**src/rtl/bullet_pkg.sv**
```systemverilog
`default_nettype none
// ============================================================================
// Module      : bullet_pkg
// Description : Shared constants for the bullet pool: per-type speed and
//               cooldown tables, type width and controller state encoding.
// Revision    : 1.0 - initial release
// ============================================================================
package bullet_pkg;

  localparam int NUM_TYPES = 5;
  localparam int TYPE_W    = 3;
  localparam int SPEED_W   = 4;
  localparam int CD_W      = 5;

  // Pixels advanced per frame, indexed by bullet type.
  localparam logic [SPEED_W-1:0] SPEED_TBL [NUM_TYPES] = '{4'd4, 4'd6, 4'd8, 4'd3, 4'd5};
  // Frames between accepted shots, indexed by bullet type.
  localparam logic [CD_W-1:0] COOLDOWN_TBL [NUM_TYPES] = '{5'd8, 5'd12, 5'd20, 5'd4, 5'd30};

  typedef enum logic [0:0] {
    READY    = 1'b0,
    COOLDOWN = 1'b1
  } fsm_state_t;

  // Out-of-range selector codes fall back to the basic shot.
  function automatic logic [TYPE_W-1:0] mask_type(input logic [4:0] t);
    mask_type = (t > 5'd4) ? '0 : t[TYPE_W-1:0];
  endfunction

  function automatic logic [SPEED_W-1:0] speed_of(input logic [TYPE_W-1:0] t);
    case (t)
      3'd1:    speed_of = SPEED_TBL[1];
      3'd2:    speed_of = SPEED_TBL[2];
      3'd3:    speed_of = SPEED_TBL[3];
      3'd4:    speed_of = SPEED_TBL[4];
      default: speed_of = SPEED_TBL[0];
    endcase
  endfunction

  function automatic logic [CD_W-1:0] cooldown_of(input logic [TYPE_W-1:0] t);
    case (t)
      3'd1:    cooldown_of = COOLDOWN_TBL[1];
      3'd2:    cooldown_of = COOLDOWN_TBL[2];
      3'd3:    cooldown_of = COOLDOWN_TBL[3];
      3'd4:    cooldown_of = COOLDOWN_TBL[4];
      default: cooldown_of = COOLDOWN_TBL[0];
    endcase
  endfunction

endpackage
`default_nettype wire

```
**src/rtl/bullet_slot.sv**
```systemverilog
`default_nettype none
// ============================================================================
// Module      : bullet_slot
// Description : One bullet: active/position/type registers, spawn load,
//               per-frame motion, off-screen kill and collision clear.
// Revision    : 1.0 - initial release
// ============================================================================
module bullet_slot
  import bullet_pkg::*;
#(
  parameter int X_W      = 10,
  parameter int Y_W      = 10,
  parameter int SCREEN_W = 640
) (
  input  logic              clk,
  input  logic              rst,
  input  logic              spawn,
  input  logic [X_W-1:0]    spawn_x,
  input  logic [Y_W-1:0]    spawn_y,
  input  logic [TYPE_W-1:0] spawn_kind,
  input  logic              tick,
  input  logic              clear,
  output logic              act,
  output logic [X_W-1:0]    pos_x,
  output logic [Y_W-1:0]    pos_y,
  output logic [TYPE_W-1:0] kind
);

  logic              r_active;
  logic [X_W-1:0]    r_x;
  logic [Y_W-1:0]    r_y;
  logic [TYPE_W-1:0] r_type;

  // One extra bit so the step past the screen edge cannot wrap.
  logic [X_W:0] w_x_next;
  logic         w_offscreen;

  assign w_x_next    = {1'b0, r_x} + (X_W+1)'(speed_of(r_type));
  assign w_offscreen = (w_x_next >= (X_W+1)'(SCREEN_W));

  // Spawn only targets free slots; otherwise a clear beats motion on the same cycle.
  always_ff @(posedge clk or posedge rst) begin
    if (rst) begin
      r_active <= 1'b0;
      r_x      <= '0;
      r_y      <= '0;
      r_type   <= '0;
    end else if (spawn) begin
      r_active <= 1'b1;
      r_x      <= spawn_x;
      r_y      <= spawn_y;
      r_type   <= spawn_kind;
    end else if (r_active && clear) begin
      r_active <= 1'b0;
    end else if (r_active && tick) begin
      if (w_offscreen) begin
        r_active <= 1'b0;
      end else begin
        r_x <= w_x_next[X_W-1:0];
      end
    end
  end

  assign act   = r_active;
  assign pos_x = r_x;
  assign pos_y = r_y;
  assign kind  = r_type;

endmodule
`default_nettype wire

```
**src/rtl/bullet_pool.sv**
```systemverilog
`default_nettype none
// ============================================================================
// Module      : bullet_pool
// Description : Player bullet pool. Allocates the lowest free slot on fire,
//               enforces the per-type cooldown and advances live bullets on
//               each frame tick.
//               Optional macro BULLET_POOL_BURST_EN: type 4 spawns a pair of
//               bullets at player_y -/+ 8 in the two lowest free slots.
// Revision    : 1.0 - initial release
// ============================================================================
module bullet_pool
  import bullet_pkg::*;
#(
  parameter int SLOTS     = 4,
  parameter int X_W       = 10,
  parameter int Y_W       = 10,
  parameter int SCREEN_W  = 640,
  parameter int MUZZLE_DX = 16
) (
  input  logic                    clk,
  input  logic                    rst,
  input  logic                    frame_tick,
  input  logic                    fire,
  input  logic [4:0]              bullet_type,
  input  logic [X_W-1:0]          player_x,
  input  logic [Y_W-1:0]          player_y,
  input  logic [SLOTS-1:0]        hit_clear,
  output logic [SLOTS-1:0]        slot_active,
  output logic [SLOTS*X_W-1:0]    slot_x,
  output logic [SLOTS*Y_W-1:0]    slot_y,
  output logic [SLOTS*TYPE_W-1:0] slot_type,
  output logic                    fire_ack,
  output logic                    fire_drop
);

  fsm_state_t        r_state;
  fsm_state_t        w_state_next;
  logic [CD_W-1:0]   r_cnt;
  logic [CD_W-1:0]   w_cnt_next;
  logic              r_ack;
  logic              r_drop;
  logic              w_ack_next;
  logic              w_drop_next;

  logic [SLOTS-1:0]  w_active;
  logic [SLOTS-1:0]  w_first;
  logic [SLOTS-1:0]  w_second;
  logic              w_found0;
  logic              w_found1;
  logic [SLOTS-1:0]  w_spawn_lo;
  logic [SLOTS-1:0]  w_spawn_hi;
  logic [TYPE_W-1:0] w_type;
  logic              w_burst;
  logic              w_can_fire;
  logic [X_W-1:0]    w_spawn_x;
  logic [Y_W-1:0]    w_y_lo;
  logic [Y_W-1:0]    w_y_hi;

  assign w_type    = mask_type(bullet_type);
  assign w_spawn_x = player_x + X_W'(MUZZLE_DX);
  assign w_y_hi    = player_y + Y_W'(8);
  assign w_y_lo    = w_burst ? (player_y - Y_W'(8)) : player_y;

  // Lowest and second-lowest free slots, taken from registered state only.
  always_comb begin
    w_first  = '0;
    w_second = '0;
    w_found0 = 1'b0;
    w_found1 = 1'b0;
    for (int i = 0; i < SLOTS; i++) begin
      if (!w_active[i]) begin
        if (!w_found0) begin
          w_first[i] = 1'b1;
          w_found0   = 1'b1;
        end else if (!w_found1) begin
          w_second[i] = 1'b1;
          w_found1    = 1'b1;
        end
      end
    end
  end

  // Next-state, cooldown counter and spawn decode.
  always_comb begin
    w_state_next = r_state;
    w_cnt_next   = r_cnt;
    w_ack_next   = 1'b0;
    w_drop_next  = 1'b0;
    w_spawn_lo   = '0;
    w_spawn_hi   = '0;
`ifdef BULLET_POOL_BURST_EN
    w_burst      = (w_type == 3'd4);
`else
    w_burst      = 1'b0;
`endif
    w_can_fire   = w_burst ? w_found1 : w_found0;
    case (r_state)
      READY: begin
        if (fire) begin
          if (w_can_fire) begin
            w_ack_next   = 1'b1;
            w_spawn_lo   = w_first;
            w_spawn_hi   = w_burst ? w_second : '0;
            w_cnt_next   = cooldown_of(w_type);
            w_state_next = COOLDOWN;
          end else begin
            w_drop_next = 1'b1;
          end
        end
      end
      COOLDOWN: begin
        w_drop_next = fire;
        if (frame_tick) begin
          if (r_cnt <= CD_W'(1)) begin
            w_cnt_next   = '0;
            w_state_next = READY;
          end else begin
            w_cnt_next = r_cnt - CD_W'(1);
          end
        end
      end
      default: begin
        w_state_next = READY;
        w_cnt_next   = '0;
      end
    endcase
  end

  // Controller state, cooldown counter and registered fire handshakes.
  always_ff @(posedge clk or posedge rst) begin
    if (rst) begin
      r_state <= READY;
      r_cnt   <= '0;
      r_ack   <= 1'b0;
      r_drop  <= 1'b0;
    end else begin
      r_state <= w_state_next;
      r_cnt   <= w_cnt_next;
      r_ack   <= w_ack_next;
      r_drop  <= w_drop_next;
    end
  end

  for (genvar i = 0; i < SLOTS; i++) begin : g_slot
    bullet_slot #(
      .X_W      (X_W),
      .Y_W      (Y_W),
      .SCREEN_W (SCREEN_W)
    ) u_slot (
      .clk        (clk),
      .rst        (rst),
      .spawn      (w_spawn_lo[i] | w_spawn_hi[i]),
      .spawn_x    (w_spawn_x),
      .spawn_y    (w_spawn_hi[i] ? w_y_hi : w_y_lo),
      .spawn_kind (w_type),
      .tick       (frame_tick),
      .clear      (hit_clear[i]),
      .act        (w_active[i]),
      .pos_x      (slot_x[i*X_W +: X_W]),
      .pos_y      (slot_y[i*Y_W +: Y_W]),
      .kind       (slot_type[i*TYPE_W +: TYPE_W])
    );
  end

  assign slot_active = w_active;
  assign fire_ack    = r_ack;
  assign fire_drop   = r_drop;

endmodule
`default_nettype wire

```
**config.mk**
```make
export PLATFORM = sky130hd
export DESIGN_NAME = bullet_pool
export DESIGN_NICKNAME = d
export VERILOG_FILES = /design/src/rtl/bullet_pkg.sv /design/src/rtl/bullet_slot.sv /design/src/rtl/bullet_pool.sv
export SDC_FILE = /design/constraint.sdc
export NUM_CORES = 1
export LEC_CHECK = 0
export ABC_AREA = 1
export BUFFER_PORTS_ARGS = -buffer_cell sky130_fd_sc_hd__clkbuf_2
export CELL_PAD_IN_SITES_DETAIL_PLACEMENT = 1
export CELL_PAD_IN_SITES_GLOBAL_PLACEMENT = 1
export CORE_ASPECT_RATIO = 0.6
export CORE_MARGIN = 4
export CORE_UTILIZATION = 43
export DETAILED_ROUTE_END_ITERATION = 10
export PLACE_DENSITY_LB_ADDON = 0.1
export REMOVE_ABC_BUFFERS = 1
export SLEW_MARGIN = 25
export SYNTH_ARGS = -nofsm -noshare
export SYNTH_HDL_FRONTEND = slang
export SYNTH_SLANG_ARGS = --single-unit
```
**constraint.sdc**
```tcl
create_clock -name clk -period 6.1 [get_ports clk]
set_input_delay 1.22 -clock clk [delete_from_list [all_inputs] [get_ports clk]]
set_output_delay 1.22 -clock clk [all_outputs]
set_load 0.01 [all_outputs]
```
Word-level counts from Yosys, hierarchy flattened
Index checks and enable logic that the tools add are counted.
Widths: inputs -> output; s select.
{ "classes": {"reduce_logical": 29, "bitwise": 1, "magnitude_cmp": 6, "muxes": 65, "add_sub_neg": 6, "eq_ne": 31} }
{ "ops": {"columns": ["cell", "n"], "rows": [
  ["$mux 10", 16],
  ["$pmux 4 s4", 4],
  ["$add 10x4->11", 4],
  ["$ge 11x10->1 const B", 4],
  ["$mux 1", 33],
  ["$eq 3x2->1 const B", 10],
  ["$reduce_bool 3->1", 8],
  ["$ne 2x2->1 const B", 11],
  ["$mux 5", 4],
  ["$pmux 5 s4", 1],
  ["$eq 3x1->1 const B", 5],
  ["$eq 3x3->1 const B", 5],
  ["$reduce_and 3->1", 5],
  ["$mux 4", 3],
  ["$add 10x5->10 const B", 1],
  ["$pmux 5 s2", 1],
  ["$logic_and 1x1->1", 8],
  ["$reduce_and 2->1", 4],
  ["$reduce_bool 2->1", 4],
  ["$gt 5x3->1 const B", 1],
  ["$le 5x1->1 const B", 1],
  ["$sub 5x1->5 const B", 1],
  ["$pmux 1 s2", 2],
  ["$mux 3", 1],
  ["$not 1->1", 1]
]} }
{ "word_totals": {"regBits": 104, "in_bits": 33, "out_inout_bits": 98} }

Longest topological paths before layout
{ "depth": {"word_depth": 10, "depth_mapped": 17} }

Modules after synthesis
From an unflattened synthesis, not the netlist that was laid out.
{ "hier_totals": {"cells_unflattened": 898, "hier_area_um2": 6605.1} }
{ "by_module_without_submodules": {"columns": ["module", "area_per_inst_um2", "cells_each", "seq_area_each_um2", "instances"], "rows": [
  ["bullet_slot at g_slot[0].u_slot ...", 1497.7, 199, 600.6, 3],
  ["bullet_slot at g_slot[1].u_slot", 1401.3, 201, 600.6, 1],
  ["bullet_pool", 710.7, 100, 200.2, 1]
]} }

Least setup slack after synthesis
Ideal clock, no wire load.
{ "synth_timing": {"path_type": "flip-flop to flip-flop", "start": "reg g_slot[1].u_slot.r_type[1]", "end": "reg g_slot[1].u_slot.r_x[4]", "setup_slack_ps": 3814, "arrival_time_ps": 2169, "path_buffers": 1, "required_time_ps": 5983, "setup_ps": 117, "synth_period_minus_slack_ps": 2286, "path_stages_with_launch": 15, "path_cell_list": "dfrtp_1 -> inv_1 -> or2_2 -> a21oi_1 -> ha_1 -> fa_1 -> nand3_1 -> nand2_1 -> nand3_1 -> nor2_1 -> a21oi_1 -> nand3_4 -> buf_8 -> nand3_1 -> nand2_1"} }
{ "synth_between": {"elab_chain_len": 7} }
{ "synth_rtl": {"columns": ["element", "line_no", "text"], "rows": [
  ["start: declaration", "bullet_slot.sv:32", "logic [TYPE_W-1:0] r_type;"],
  ["start signal: assignment", "bullet_slot.sv:52", "r_type <= spawn_kind;"],
  ["$eq 3x3->1 (tied with other cells)", "bullet_pkg.sv:31", "case (t)"],
  ["$pmux 4 s4 (*)", "bullet_pkg.sv:31", null],
  ["$add 10x4->11 (*)", "bullet_slot.sv:38", "assign w_x_next = {1'b0, r_x} + (X_W+1)'(speed_of(r_type));"],
  ["branches (longest 4 deep; another with $ge 11x10->1)", null, null],
  ["end signal: assignment", "bullet_slot.sv:50", "r_x <= spawn_x;"],
  ["end signal: assignment", "bullet_slot.sv:59", "r_x <= w_x_next[X_W-1:0];"],
  ["end: declaration", "bullet_slot.sv:30", "logic [X_W-1:0] r_x;"]
]} }
Mark *: on every way between the ends. The select of a mux whose other input is x is not followed.
A chain may end at the register's enable or synchronous reset.

Final worst setup path
{ "layout_timing": {"start": "reg g_slot[2].u_slot.r_type[2]", "end": "reg g_slot[2].u_slot.r_x[0]"} }
{ "layout_between": {"elab_chain_len": 7} }
{ "layout_rtl": {"columns": ["element", "line_no"], "rows": [
  ["start: declaration", "bullet_slot.sv:32"],
  ["start signal: assignment", "bullet_slot.sv:52"],
  ["$eq 3x3->1 (tied with other cells)", "bullet_pkg.sv:31"],
  ["$pmux 4 s4 (*)", "bullet_pkg.sv:31"],
  ["$add 10x4->11 (*)", "bullet_slot.sv:38"],
  ["branches (longest 4 deep; another with $ge 11x10->1)", null],
  ["end signal: assignment", "bullet_slot.sv:50"],
  ["end signal: assignment", "bullet_slot.sv:59"],
  ["end: declaration", "bullet_slot.sv:30"]
]} }
Marked as above.

==> flow_summary_export.csv <==
group,metric,value,unit
outcome,status,"finished clean",
placed_design,dp_hpwl,15000,um
critical_path,cp.arrival,3.33,ns
power,clkPwrFrac,20.9,%
cells_and_area,nNetsFinal,994,
timing,min_period,3.04,ns
power,combPwrFrac,40.4,%
logic_synthesis,synth_ff_type,"dfrtp_1",
min_path,hp-start,"g_slot[0].u_slot.pos_y[3]",
critical_path,r2r_setup_slack,3.06,ns
die,die_h,101,um
critical_path,r2r_start,"g_slot[2].u_slot.kind[2]",
power,seq_power_share,38.8,%
power,leakagePower,3.93,nW
timing,drv_slew,0,
timing,setup_viol,0,
global_route,antenna_found_initial,0,
cts,cts-buffers-inserted,9,
critical_path,critPathRequiredTime,6.39,ns
die,die-area,16500,um^2
global_route,first_global_vias,6105,
critical_path,cp-start-kind,"flop",
cts,ctsRootBufferMaster,"clkbuf_16",
global_route,grt_pass1_wl,31900,um
drt,wire_per_inst,17.3,um
power,power.total,2.71,mW
timing,fin_worst_skew,0.00869,ns
die,rows,33,
cts,cts_hold_buf,0,
min_path,min_to,"g_slot[0].u_slot.pos_y[3]",
global_route,met2_usage,39.8,%
cts,cts.sinks,104,
drt,drtIter0Drc,316,
global_route,grt_usage,24.4,%
timing,fin_setup_tns,0,ns
power,powerDensity,375,nW/um^2
run,drv_cap,0,
timing,maxSlewHeadroom,34.4,%
drt,ant_nets,0,
global_route,gr-total-overflow,0,
placed_design,place_congestion,0.893,
die,initial_utilization,44.7,%
cts,htreeDepth,3,
timing,tightest_slew,0.983,ns
global_route,use_met1,34.6,%
cts,clkTransAtPathRegs,0.07,ns
cts,clkLatencyLatePin,0.35,ns
drt,wl,19600,um
critical_path,critPathKind,"flop to flop",
critical_path,reg2reg_depth,14,
logic_synthesis,seq_area_frac_synth,41.8,%
logic_synthesis,synth-async-reset-ratio,100,%
timing,period_share,49.8,%
min_path,min_path_type,"flop to flop",
power,swShare,41.8,%
die,num_io_pins,131,
logic_synthesis,synth_area,6220,um^2
min_path,min_path_cells,2,
logic_synthesis,ys_types,39,
global_route,use_met3,4.80,%
critical_path,cp_max_fo,11,
drt,route.detailed.drc,0,
timing,hold_viol,0,
placed_design,io_buffer_count,130,
timing,rsz0062_at_grt,"no",
power,ir_drop,0.192,mV
drt,viasPerCell,5.27,
timing,max_freq,0.329,GHz
critical_path,cp-end-kind,"flop",
cells_and_area,syn2layout_area_growth,16.2,%
die,die_x,163,um
cts,cts_max_path_buffers,2,
cts,postCtsSetupRepairBufs,0,
logic_synthesis,syn_avg_cell_area,7.53,um^2
logic_synthesis,ys_warn_count,0,
power,intPower,1.58,mW
logic_synthesis,synth_enable_flop_cells,0,
drt,vias,5987,
power,p_switching,1.13,mW
die,core-area,13900,um^2
drt,dr.pass1.iters,5,
logic_synthesis,synthCells,826,
cts,cts_resized,0,
cells_and_area,nFillCells,1822,
global_route,busiest_layer,"met2",
cells_and_area,final_layout_size_suffix_gt1_share,22.0,%
logic_synthesis,ys_ff_latch,104,
critical_path,reg2reg_to,"g_slot[2].u_slot.pos_x[0]",
global_route,grt_max_degree,57,
cells_and_area,antenna_cells,0,
cts,cts_tree,"yes",
cell usage after synthesis, types with 2 or more instances:
cell type / number / area share [%]
fa_1: 4 / 1.3
nor2_1: 47 / 2.8
nand2_1: 281 / 17
and2_1: 4 / 0.40
clkinv_1: 3 / 0.18
xnor2_1: 5 / 0.70
buf_4: 6 / 0.72
nor2_2: 3 / 0.30
o21ai_0: 77 / 6.2
inv_2: 6 / 0.36
o22ai_1: 7 / 0.70
or2_1: 3 / 0.30
o21ai_1: 14 / 1.1
nand2_2: 9 / 0.91
dfrtp_1: 104 / 42
inv_1: 63 / 3.8
or2_2: 11 / 1.1
nand4_1: 5 / 0.50
a31oi_1: 7 / 0.70
nand3_1: 72 / 5.8
ha_1: 19 / 3.8
buf_6: 4 / 0.72
o22ai_2: 2 / 0.40
nand3_2: 22 / 3.5
clkbuf_1: 12 / 0.72
xor2_1: 3 / 0.42
a21oi_1: 15 / 1.2
buf_2: 7 / 0.56
cells in the final DEF, fill, tap and decap left out, drive strengths merged:
| master | instances |
|---|---|
| a21oi | 16 |
| a31oi | 7 |
| and2 | 5 |
| and3 | 1 |
| buf | 1 |
| clkbuf | 140 |
| clkinv | 5 |
| clkinvlp | 1 |
| dfrtp | 104 |
| fa | 4 |
| ha | 19 |
| inv | 72 |
| nand2 | 291 |
| nand3 | 95 |
| nand4 | 5 |
| nor2 | 51 |
| nor3 | 3 |
| o211ai | 1 |
| o21ai | 91 |
| o22ai | 9 |
| or2 | 14 |
| xnor2 | 5 |
| xor2 | 3 |
state kept, by name (all words and copies together), names as in the netlist:
name	count
g_slot.u_slot.kind	12
r_state	1
g_slot.u_slot.pos_x	40
g_slot.u_slot.pos_y	40
r_cnt	5
g_slot.u_slot.act	4
fire_ack	1
fire_drop	1
per-stage QoR:
stage / setup slack [ns] / instance area [um^2] / hold WS, ns / utilization (%) / cells
after floorplan: 2.15 / 6030 / 0.519 / - / 796
after global placement: 3.12 / 6940 / 0.466 / 49.8 / 1119
after detailed placement: 2.90 / 6940 / 0.475 / 49.8 / 1119
after CTS: 3.03 / 7220 / 0.493 / 51.9 / 1135
after global routing: 2.77 / 7230 / 0.506 / 51.9 / 1135
final: 3.06 / 7230 / 0.490 / 51.9 / 1135
power groups by stage:
stage	logic [mW]	clock network, mW	registers, mW
finish	1.09	0.566	1.05
global route	1.22	0.611	1.08
CTS	1.10	0.580	1.05
detailed placement	1.09	0	1.06
global placement	1.03	0	1.05
floorplan	0.644	0	1.09
kinds of logic after synthesis:
kind of cell,after synthesis,share of synthesized area [%]
AOI/OAI and AO/OA,124,10.6
DFF,104,41.8
adders and majority gates,23,5.11
xor gates and xnor gates,8,1.13
and+or+nand+nor,465,34.0
buffers and inverters,102,7.32
worst max-delay path by stage:
stage,from,end,slack (ns),cells after the start
floorplan,rst,fire_ack,2.15,1
global placement,fire,g_slot[2].u_slot.pos_x[6],3.12,11
detailed placement,fire,g_slot[2].u_slot.pos_x[6],2.90,11
CTS,g_slot[2].u_slot.kind[2],g_slot[2].u_slot.pos_x[0],3.03,14
global route,g_slot[2].u_slot.kind[2],g_slot[2].u_slot.pos_x[8],2.77,14
finish,g_slot[2].u_slot.kind[2],g_slot[2].u_slot.pos_x[0],3.06,14
layout make-up:
class                      instances  area (um^2)  share of cell area (%)
clock inverter                     6         47.5                   0.658
timing repair buffer             131          658                    9.11
inverter                          72          273                    3.77
clock buffer                      10          239                    3.31
sequential                       104         2600                    36.0
multi-input combinational        620         3170                    43.8
tap                              192          240                    3.32
routing by layer:
metal | share of wire, % | vias up
met5 | 0 | -
met4 | 1.1 | 0
met1 | 48 | 2938
met3 | 4.3 | 21
met2 | 46 | 130
li1 | - | 2898
critical path, stage by stage, from the launching register on:
cell and delay, ns:
dfrtp_1 0.43, or2_2 0.36, o21ai_0 0.18, ha_1 0.24, fa_1 0.23, nand3_1 0.08
nand2_1 0.15, nand3_1 0.13, nand2_1 0.12, nand3_1 0.08, nand2_1 0.11, nand3_2 0.33
nand2_2 0.34, nand2_1 0.10, nand2_1 0.07
(Power assumes the default switching activity.)
